===== config.mk =====
export PLATFORM = sky130hd
export DESIGN_NAME = pp_accum_sequencer
export DESIGN_NICKNAME = d
export VERILOG_FILES = /design/src/rtl/pp_accum_sequencer.sv
export SDC_FILE = /design/constraint.sdc
export NUM_CORES = 1
export LEC_CHECK = 0
export CAP_MARGIN = 20
export CORE_ASPECT_RATIO = 0.8
export CORE_MARGIN = 5
export CORE_UTILIZATION = 46
export CTS_CLUSTER_DIAMETER = 120
export DETAILED_ROUTE_END_ITERATION = 12
export GPL_ROUTABILITY_DRIVEN = 1
export PLACE_DENSITY = 0.8
export REMOVE_ABC_BUFFERS = 1
export SETUP_SLACK_MARGIN = 0.2
export SLEW_MARGIN = 40
export SYNTH_ARGS = -nofsm -noshare
export SYNTH_HDL_FRONTEND = slang
export SYNTH_SLANG_ARGS = --single-unit

===== constraint.sdc =====
create_clock -name clk -period 2.3 [get_ports clk]
set_input_delay 0.345 -clock clk [delete_from_list [all_inputs] [get_ports clk]]
set_output_delay 0.345 -clock clk [all_outputs]
set_load 0.01 [all_outputs]

===== src/rtl/pp_accum_sequencer.sv =====
// pp_accum_sequencer: sequential shift-add 8x8 multiply-accumulate controller.
// Drives both operands of an external ACC_W-bit ripple adder, registers its sum
// as the accumulator, and hands the accumulated product back over valid/ready.
// Optional build macro: ZERO_SKIP_EN -- leave RUN as soon as no multiplier
// bits remain, so latency follows the msb index of b instead of B_W.
module pp_accum_sequencer #(
  parameter int A_W   = 8,
  parameter int B_W   = 8,
  parameter int ACC_W = 20
) (
  input  logic             clk,
  input  logic             rst,
  input  logic             in_valid,
  output logic             in_ready,
  input  logic [A_W-1:0]   a,
  input  logic [B_W-1:0]   b,
  input  logic             acc_clr,
  output logic [ACC_W-1:0] add_in1,
  output logic [ACC_W-1:0] add_in2,
  input  logic [ACC_W-1:0] add_sum,
  output logic             out_valid,
  input  logic             out_ready,
  output logic [ACC_W-1:0] result,
  output logic             ovf
);

  localparam int CNT_W = $clog2(B_W + 1);

  typedef enum logic [1:0] {
    IDLE = 2'd0,
    RUN  = 2'd1,
    DONE = 2'd2
  } state_t;

  state_t             state, state_next;
  logic [ACC_W-1:0]   acc, acc_next;
  logic [ACC_W-1:0]   mcand, mcand_next;
  logic [B_W-1:0]     mplier, mplier_next;
  logic [CNT_W-1:0]   count, count_next;
  logic               ovf_reg, ovf_next;
  logic               last_step;

  // Final RUN edge: fixed iteration count, or (with zero skip) no multiplier
  // bits left after this shift.
`ifdef ZERO_SKIP_EN
  assign last_step = ((mplier >> 1) == '0) || (count == CNT_W'(B_W - 1));
`else
  assign last_step = (count == CNT_W'(B_W - 1));
`endif

  // State and datapath registers; reset discards any partial sum.
  always_ff @(posedge clk or posedge rst) begin
    if (rst) begin
      state   <= IDLE;
      acc     <= '0;
      mcand   <= '0;
      mplier  <= '0;
      count   <= '0;
      ovf_reg <= 1'b0;
    end else begin
      state   <= state_next;
      acc     <= acc_next;
      mcand   <= mcand_next;
      mplier  <= mplier_next;
      count   <= count_next;
      ovf_reg <= ovf_next;
    end
  end

  // Next-state and datapath updates: accept, one shift-add step per RUN edge, hand-off.
  always_comb begin
    state_next  = state;
    acc_next    = acc;
    mcand_next  = mcand;
    mplier_next = mplier;
    count_next  = count;
    ovf_next    = ovf_reg;
    case (state)
      IDLE: begin
        if (in_valid) begin
          mcand_next  = ACC_W'(a);
          mplier_next = b;
          count_next  = '0;
          if (acc_clr) begin
            acc_next = '0;
            ovf_next = 1'b0;
          end
`ifdef ZERO_SKIP_EN
          state_next = (b == '0) ? DONE : RUN;
`else
          state_next = RUN;
`endif
        end
      end
      RUN: begin
        if (mplier[0]) begin
          acc_next = add_sum;
          // A sum smaller than the accumulator means the adder wrapped.
          if (add_sum < acc) ovf_next = 1'b1;
        end
        mcand_next  = mcand << 1;
        mplier_next = mplier >> 1;
        count_next  = count + CNT_W'(1);
        if (last_step) state_next = DONE;
      end
      DONE: begin
        if (out_ready) state_next = IDLE;
      end
      default: state_next = IDLE;
    endcase
  end

  // Zero multiplier bits present 0 to the adder so it does not toggle.
  assign add_in1   = acc;
  assign add_in2   = (state == RUN && mplier[0]) ? mcand : '0;
  assign in_ready  = (state == IDLE);
  assign out_valid = (state == DONE);
  assign result    = acc;
  assign ovf       = ovf_reg;

endmodule


* Word-level counts from Yosys, hierarchy flattened
Cells that the tools add are included.
** Word-level totals
- Bits of input ports :: 41
- Register bits after elaboration :: 55
- Output and inout port bits :: 63
- Word-level logic and storage cells :: 44
** Operators by class
- Add/subtract/negate cells :: 1
- Order comparisons :: 1
- Reduce and logical (&&, ||, !) cells :: 7
- Multiplexer cells :: 20
- Equal/unequal tests :: 9
** Operators by type and width (count)
- 20-bit 2-to-1 mux :: 5
- 20-bit case mux with 2 select lines :: 2
- 20-bit < comparator :: 1
- 8-bit case mux with 2 select lines :: 1
- 8-bit 2-to-1 mux :: 1
- 2-bit != test (second input constant) :: 4
- 4-bit case mux with 2 select lines :: 1
- 2-bit 2-to-1 mux :: 3
- 2-bit case mux with 3 select lines :: 1
- 5-bit AND reduction :: 1
- 4-bit by 1-bit adder with 4-bit output (second input constant) :: 1
- 4-bit by 3-bit equality test with 1-bit output (second input constant) :: 1
- 1-bit 2-to-1 mux :: 4
- 4-bit 2-to-1 mux :: 1
- 2-bit by 1-bit != test with 1-bit output (second input constant) :: 2
- 4-bit AND reduction :: 1
- 3-bit AND reduction :: 1
- 2-bit by 1-bit equality test with 1-bit output (second input constant) :: 1
- 2-bit equality test (second input constant) :: 1
- 2-bit logical NOT :: 1
- 1-bit case mux with 2 select lines :: 1
- 2-bit AND reduction :: 1
- 2-bit nonzero test :: 1
- 1-bit logical AND :: 1

* Longest topological paths before layout
Gate-level depths: netlist (run 1).
- Word-level depth :: 4
- Gate-level depth with buffers :: 6

* Worst setup path after synthesis (run 1)
No wires, ideal clock.
- Path kind :: reg2reg
- From :: register acc[19], in the netlist add_in1[19]
- To :: register ovf_reg, in the netlist ovf
- Path buffers :: 0
- Required time :: 2.157 ns
- Cell stages (with the launch flop) :: 7
- Arrival :: 1.549 ns
- Path slack :: 0.608 ns
- Path through :: dfrtp_1 inv_1 ha_1 nand4_1 or2_2 a2111oi_0 a211oi_1
** Between the ends
- Longest elaborated chain between the ends :: 3
** RTL lines
- start, declared :: RTL line 36 : logic [ACC_W-1:0] acc, acc_next;
- start signal, assigned :: RTL line 62 : acc <= acc_next;
- 20-bit < comparator :: RTL line 99 : if (add_sum < acc) ovf_next = 1'b1;
- 2-bit != test (no source line)
- 5-bit AND reduction (no source line)
- end signal, assigned :: RTL line 66 : ovf_reg <= ovf_next;
- end, declared :: RTL line 40 : logic ovf_reg, ovf_next;
Every way passes these cells.
A chain may end at the register's enable or synchronous reset.

* Worst setup path after layout (run 1)
- From :: register state[1]
- To :: output add_in2[8]
** Between the ends
- Longest elaborated chain between the ends :: 3
** RTL lines
- start, declared :: RTL line 35 : state_t state, state_next;
- start signal, assigned :: RTL line 61 : state <= state_next;
- 2-bit by 1-bit equality test with 1-bit output :: RTL line 115 : assign add_in2 = (state == RUN && mplier[0]) ? mcand : '0;
- 1-bit logical AND :: RTL line 115
- 20-bit 2-to-1 mux :: RTL line 115
- end, declared :: RTL line 19 : output logic [ACC_W-1:0] add_in2,
Every way passes these cells.

==> flow_metrics.env, run 1 <==
export IMPL_ant_nets=0
export IMPL_synth_top_cell_by_area="dfrtp_1"
export IMPL_synth_cells=327
export IMPL_max_slew_worst_pin_slew_ns=0.593
export IMPL_endpoint_kind="output port"
export IMPL_status="finished clean"
export IMPL_route_detailed_drc=0
export IMPL_numCtsBuffers=5
export IMPL_clkTransAtPathRegs_ns=0.10
export IMPL_finalCriticalPeriod_ns=1.98
export IMPL_worstSkewPairLatency_ns=0.31
export IMPL_startpoint_type="register"
export IMPL_slew_headroom_pct=60.4
export IMPL_syn_avg_cell_area_sq_um=9.23
export IMPL_gr_usage_all_layers_pct=18.4
export IMPL_clockBufferDepth=2
export IMPL_power_mw=5.61
export IMPL_setup_tns_ns=0
export IMPL_seq_area_frac_synth_pct=45.6
export IMPL_totalWireLength_mm=7.38
export IMPL_ir_drop_v=0.000693
export IMPL_p_per_area_mw_per_mm2=1360
export IMPL_drive_above_1_share_pct=7.06
export IMPL_synth_simple_area_share_pct=18.2
export IMPL_p_leak_nw=2.01
export IMPL_finalHoldViolCount=0
export IMPL_htreeDepth=2
export IMPL_synthXorXnorAreaFrac_pct=0.581
export IMPL_drv_cap=0
export IMPL_place_gp_congestion=0.811
export IMPL_rsz0062_at_grt="false"
export IMPL_max_freq_ghz=0.504
export IMPL_synth_top_family_by_area="simple AND/OR/NAND/NOR gates"
export IMPL_clkSinkCount=55
export IMPL_crit_type="register to output port"
export IMPL_yosysUniqueCellTypes=32
export IMPL_skew_ns=0.00578
export IMPL_synth_top_area_share_pct=45.6
export IMPL_route_vias_total=2577
export IMPL_synthMuxAreaShare_pct=0
export IMPL_grt_start_max_net_pins=56
export IMPL_crit_fanout=9
export IMPL_pin_count=104
export IMPL_drv_slew=0
export IMPL_place_inst=481
export IMPL_finalCritPeriodShare_pct=86.2
export IMPL_synthAdderAreaFrac_pct=8.30
export IMPL_drt_iter0_drc=112
export IMPL_finalSetupViolCount=0
export IMPL_grt_overflow_total=0
export IMPL_grt_pass1_vias=2472
export IMPL_cts_tree="done"
export IMPL_die_area_sq_mm=0.00829
export IMPL_synthTopCellsByArea="dfrtp_1, nand2_1, ha_1"
export IMPL_num_rows=26
export IMPL_hpwl_mm=5.33
export IMPL_start_util_pct=47.3
export IMPL_areaGrowthSynthToFinish_pct=36.7
export IMPL_nets=471
export IMPL_synth_compound_area_share_pct=16.2
export IMPL_grt_first_pass_wirelength_mm=12.2
export IMPL_instances_no_fill=495
export IMPL_worstPathRequired_ns=1.96
export IMPL_yosys_register_bits=55
export IMPL_io_buffers=103
export IMPL_crit_arrival_ns=1.64
export IMPL_antennaDiodeCount=0
export IMPL_syn_area_sq_mm=0.00302
export IMPL_die_x_um=101
export IMPL_fp_coreArea_sq_mm=0.00638
export IMPL_wl_per_cell_um=14.9
export IMPL_routed_via_density=5.21
export IMPL_holdCritPathClass="primary input to asynchronous set/reset pin"
export IMPL_ys_warn_count=0
export IMPL_clock_root_buffer="clkbuf_8"
export IMPL_die_h_um=82.4
export IMPL_hold_buffers=0
export IMPL_drt_first_pass_iters=4
export IMPL_antenna_found_initial=0
==> per-stage QoR <==
stage / utilization [%] / setup WS, ns / instance area, sq um / hold WS [ns]
after floorplan: - / 0.314 / 2760 / 0.462
after global placement: 62.0 / 0.225 / 3950 / 0.480
after detailed placement: 62.1 / 0.113 / 3960 / 0.494
after CTS: 64.5 / 0.168 / 4110 / 0.420
after global routing: 64.7 / 0.246 / 4120 / 0.420
final: 64.7 / 0.317 / 4120 / 0.396
==> logic make-up after synthesis <==
kind of cell	after synthesis
flops	55
compound gates	72
simple gates	119
xor+xnor	2
fa+ha+maj	20
buf+inv	59
==> cell usage after synthesis, drive strengths merged <==
cell and instances:
a2111oi 2, a211o 1, a211oi 1, a21oi 9
a22o 20, a31oi 14, and2 1, and3 20
buf 34, clkbuf 5, dfrtp 55, ha 20
inv 20, nand2 67, nand2b 3, nand3 1
nand4 4, nor2 18, nor2b 2, nor3b 1
nor4b 1, o211ai 1, o21a 4, o21ai 18
o311ai 1, o31ai 1, or2 1, xor2 2
==> path summary, 6_finish.rpt <==
kind / start / depth (start not counted) / slack, ns / end
min in group clk: mcand[10]$_DFFE_PP0P_ / 2 / 0.51 / mcand[11]$_DFFE_PP0P_
hold / removal: rst / 3 / 0.40 / mplier[7]$_DFFE_PP0P_
setup reg to reg: add_in1[18]$_DFFE_PP0P_ / 6 / 0.44 / ovf$_DFFE_PP0P_
hold reg to reg: mcand[10]$_DFFE_PP0P_ / 2 / 0.51 / mcand[11]$_DFFE_PP0P_
max in group asynchronous: rst / 3 / 1.64 / state[0]$_DFFE_PP0P_
setup / recovery: state[1]$_DFFE_PP0P_ / 5 / 0.32 / add_in2[8]
==> layout by cell type, fill, tap and decap left out <==
master and count:
and3_1 20, a2111oi_0 2, clkdlybuf4s50_1 83, o21a_1 4
nor2b_4 1, or2_2 1, dfrtp_2 3, a21oi_1 8
xor2_1 2, buf_4 8, buf_6 3, o211ai_1 1
o21ai_0 18, and2_4 1, ha_1 20, nor2_1 18
nor4b_1 1, nand4_1 4, dfrtp_1 52, dlygate4sd2_1 15
o31ai_1 1, nor2b_1 1, inv_2 1, clkbuf_8 7
a31oi_1 14, inv_1 19, o311ai_1 1, dlymetal6s2s_1 5
a21oi_4 1, a22o_1 20, buf_12 1, nor3b_4 1
nand2_1 67, clkinvlp_4 1, nand2b_1 3, a211o_1 1
nand3_1 1, a211oi_1 1
==> per-layer routing <==
| metal | up-vias | global-route usage (%) | share of wire (%) |
|---|---|---|---|
| met5 | - | 0 | 0 |
| met1 | 1230 | 24.0 | 45 |
| met2 | 73 | 31.8 | 49 |
| li1 | 1270 | - | - |
| met3 | 4 | 3.61 | 5.2 |
| met4 | 0 | 4.58 | 0.74 |
==> repair_timing <==
item                                    4_1_cts  5_1_grt
cloned                                        1        0
buffers inserted                              5        0
endpoints found under the setup margin       20        5
gates resized for setup                      23        5
==> cell type report <==
class	instances	area [sq um]
well taps	84	105
clock buffers	7	96.3
clock inverters	1	7.51
multi-input cells	213	1320
repair buffers	115	1140
fillers	552	2250
flip-flops and latches	55	1380
inverters	20	75.1
==> critical path, cell delays in order, from the launching register on <==
cell and delay (ns):
dfrtp_2 0.43, nor2b_4 0.18, buf_6 0.14, buf_4 0.15, and3_1 0.15, dlygate4sd2_1 0.27
==> report_power, final <==
part	switching, mW	internal (mW)
clock network	0.320	0.275
registers	0.403	1.42
logic	1.54	1.65
total	2.26	3.34
(Power assumes the default switching activity.)
==> run 2: changes to the inputs <==
GPL_TIMING_DRIVEN = 0   (was unset)
==> flow_metrics.env, run 2 (synthesis results as in run 1) <==
export IMPL_status="finished clean"
export IMPL_place_gp_congestion=0.822
export IMPL_drv_slew=0
export IMPL_routed_via_density=5.27
export IMPL_cpMaxStageDelayCell="clkdlybuf4s50_1"
export IMPL_cp_slowest_stage_delay_ns=0.59
export IMPL_p_per_area_mw_per_mm2=1350
export IMPL_drt_iter0_drc=119
export IMPL_rr_startpoint="state[0]$_DFFE_PP0P_"
export IMPL_totalWireLength_mm=7.53
export IMPL_finalCritPeriodShare_pct=86.1
export IMPL_multi_input_area_sq_mm=0.00134
export IMPL_die_area_sq_mm=0.00829
export IMPL_grt_first_pass_wirelength_mm=12.5
export IMPL_layout_common_cells="clkdlybuf4s50_1, nand2_1, dfrtp_1"
export IMPL_fillers=533
export IMPL_grt_overflow_total=0
export IMPL_numCtsBuffers=5
export IMPL_grt_pass1_vias=2523
export IMPL_worstSkewPairLatency_ns=0.31
export IMPL_p_leak_nw=2.20
export IMPL_route_detailed_drc=0
export IMPL_clkSinkCount=55
export IMPL_dp_slack_ns=0.0478
export IMPL_fp_coreArea_sq_mm=0.00638
export IMPL_crit_arrival_ns=1.63
export IMPL_drt_first_pass_iters=4
export IMPL_finalHoldViolCount=0
export IMPL_design_area_sq_mm=0.00421
export IMPL_gr_usage_all_layers_pct=19.3
export IMPL_post_dp_cell_area_sq_mm=0.00398
export IMPL_startpoint_type="register"
export IMPL_setup_tns_ns=0
export IMPL_max_slew_worst_pin_slew_ns=0.596
export IMPL_grt_start_max_net_pins=41
export IMPL_drive_above_1_share_pct=7.07
export IMPL_finalSetupViolCount=0
export IMPL_worst_hold_slack_ns=0.298
export IMPL_startpoint="state[1]$_DFFE_PP0P_"
export IMPL_die_h_um=82.4
export IMPL_reg2regPathDepth=6
export IMPL_ant_nets=0
export IMPL_path_cells="buf_4 -> nor2b_1 -> clkdlybuf4s50_1"
export IMPL_antennaDiodeCount=0
export IMPL_critical_path_buf_inv_count=2
export IMPL_areaGrowthSynthToFinish_pct=39.5
export IMPL_ff2ff_setup_slack_ns=0.35
export IMPL_hpwl_mm=5.44
export IMPL_htreeDepth=2
export IMPL_io_buffers=103
export IMPL_nets=470
export IMPL_instances_no_fill=494
export IMPL_route_vias_total=2601
export IMPL_endpoint_kind="output port"
export IMPL_regArea_sq_mm=0.00138
export IMPL_power_mw=5.67
export IMPL_crit_type="register to output port"
export IMPL_pin_count=104
export IMPL_cts_tree="done"
export IMPL_finalCriticalPeriod_ns=1.98
export IMPL_clock_root_buffer="clkbuf_8"
export IMPL_antenna_found_initial=0
export IMPL_hold_buffers=0
export IMPL_num_rows=26
export IMPL_path_delay_family="buffers and inverters"
export IMPL_slew_headroom_pct=60.2
export IMPL_rsz0062_at_grt="false"
export IMPL_r2r_end="add_in1[1]$_DFFE_PP0P_"
export IMPL_final_common_cell="clkdlybuf4s50_1"
export IMPL_holdCritPathClass="primary input to asynchronous set/reset pin"
export IMPL_drv_cap=0
export IMPL_clkTransAtPathRegs_ns=0.10
export IMPL_clockBufferDepth=2
export IMPL_post_route_util_pct=66.0
export IMPL_setup_ws_ns=0.320
export IMPL_die_x_um=101
export IMPL_worstPathRequired_ns=1.96
export IMPL_wl_per_cell_um=15.2
export IMPL_ir_drop_v=0.000758
export IMPL_max_freq_ghz=0.505
export IMPL_start_util_pct=47.3
export IMPL_crit_fanout=4
export IMPL_place_inst=479
export IMPL_skew_ns=0.00585
## run 2: changes by cell type in the layout (fill, tap and decap cells not counted), sizes merged
| cell | delta |
|---|---|
| clkbuf | -1 |
| dlygate4sd2 | -15 |
| dlymetal6s2s | +15 |
| clkinv | +1 |
| nor2b | +1 |
| buf | -2 |
## run 2: metal layers
metal	global-route usage [%]	vias to the layer above	part of all wire [%]
met1	25.0	1240	44
met5	0	-	0
met2	32.5	79	50
met4	7.27	0	1.8
met3	3.53	12	4.9
li1	-	1270	-
## run 2: how the worst max path moves through the flow
| stage | endpoint | slack (ns) | cells past startpoint |
|---|---|---|---|
| 4_1_cts | add_in2[5] | 0.21 | 4 |
| 5_1_grt | add_in1[13]$_DFFE_PP0P_ | 0.24 | 6 |
| 6_report | out_valid | 0.32 | 3 |
| 2_1_floorplan | add_in1[0]$_DFFE_PP0P_ | 0.31 | 4 |
| 3_3_place_gp | add_in1[7]$_DFFE_PP0P_ | -0.47 | 4 |
| 3_5_place_dp | add_in2[5] | 0.05 | 3 |
## run 2: what timing repair did
action / 4_1_cts / 5_1_grt
buffers inserted: 6 / 0
endpoints found under the setup margin: 20 / 21
gates resized for setup: 4 / 21
gates cloned: 1 / 0
## run 2: cell type report
type / instances / area share, %
clock buffers: 6 / 1.96
clock inverters: 2 / 0.387
inverters: 20 / 1.84
multi-input cells: 214 / 31.8
flip-flops and latches: 55 / 32.8
well taps: 84 / 2.50
repair buffers: 113 / 28.7
## run 2: where the power goes
part | leakage, nW | internal (mW) | total [mW] | switching (mW)
clock network | 0.0474 | 0.247 | 0.577 | 0.330
logic | 1.48 | 1.72 | 3.27 | 1.56
registers | 0.670 | 1.42 | 1.82 | 0.403
total | 2.20 | 3.38 | 5.67 | 2.29
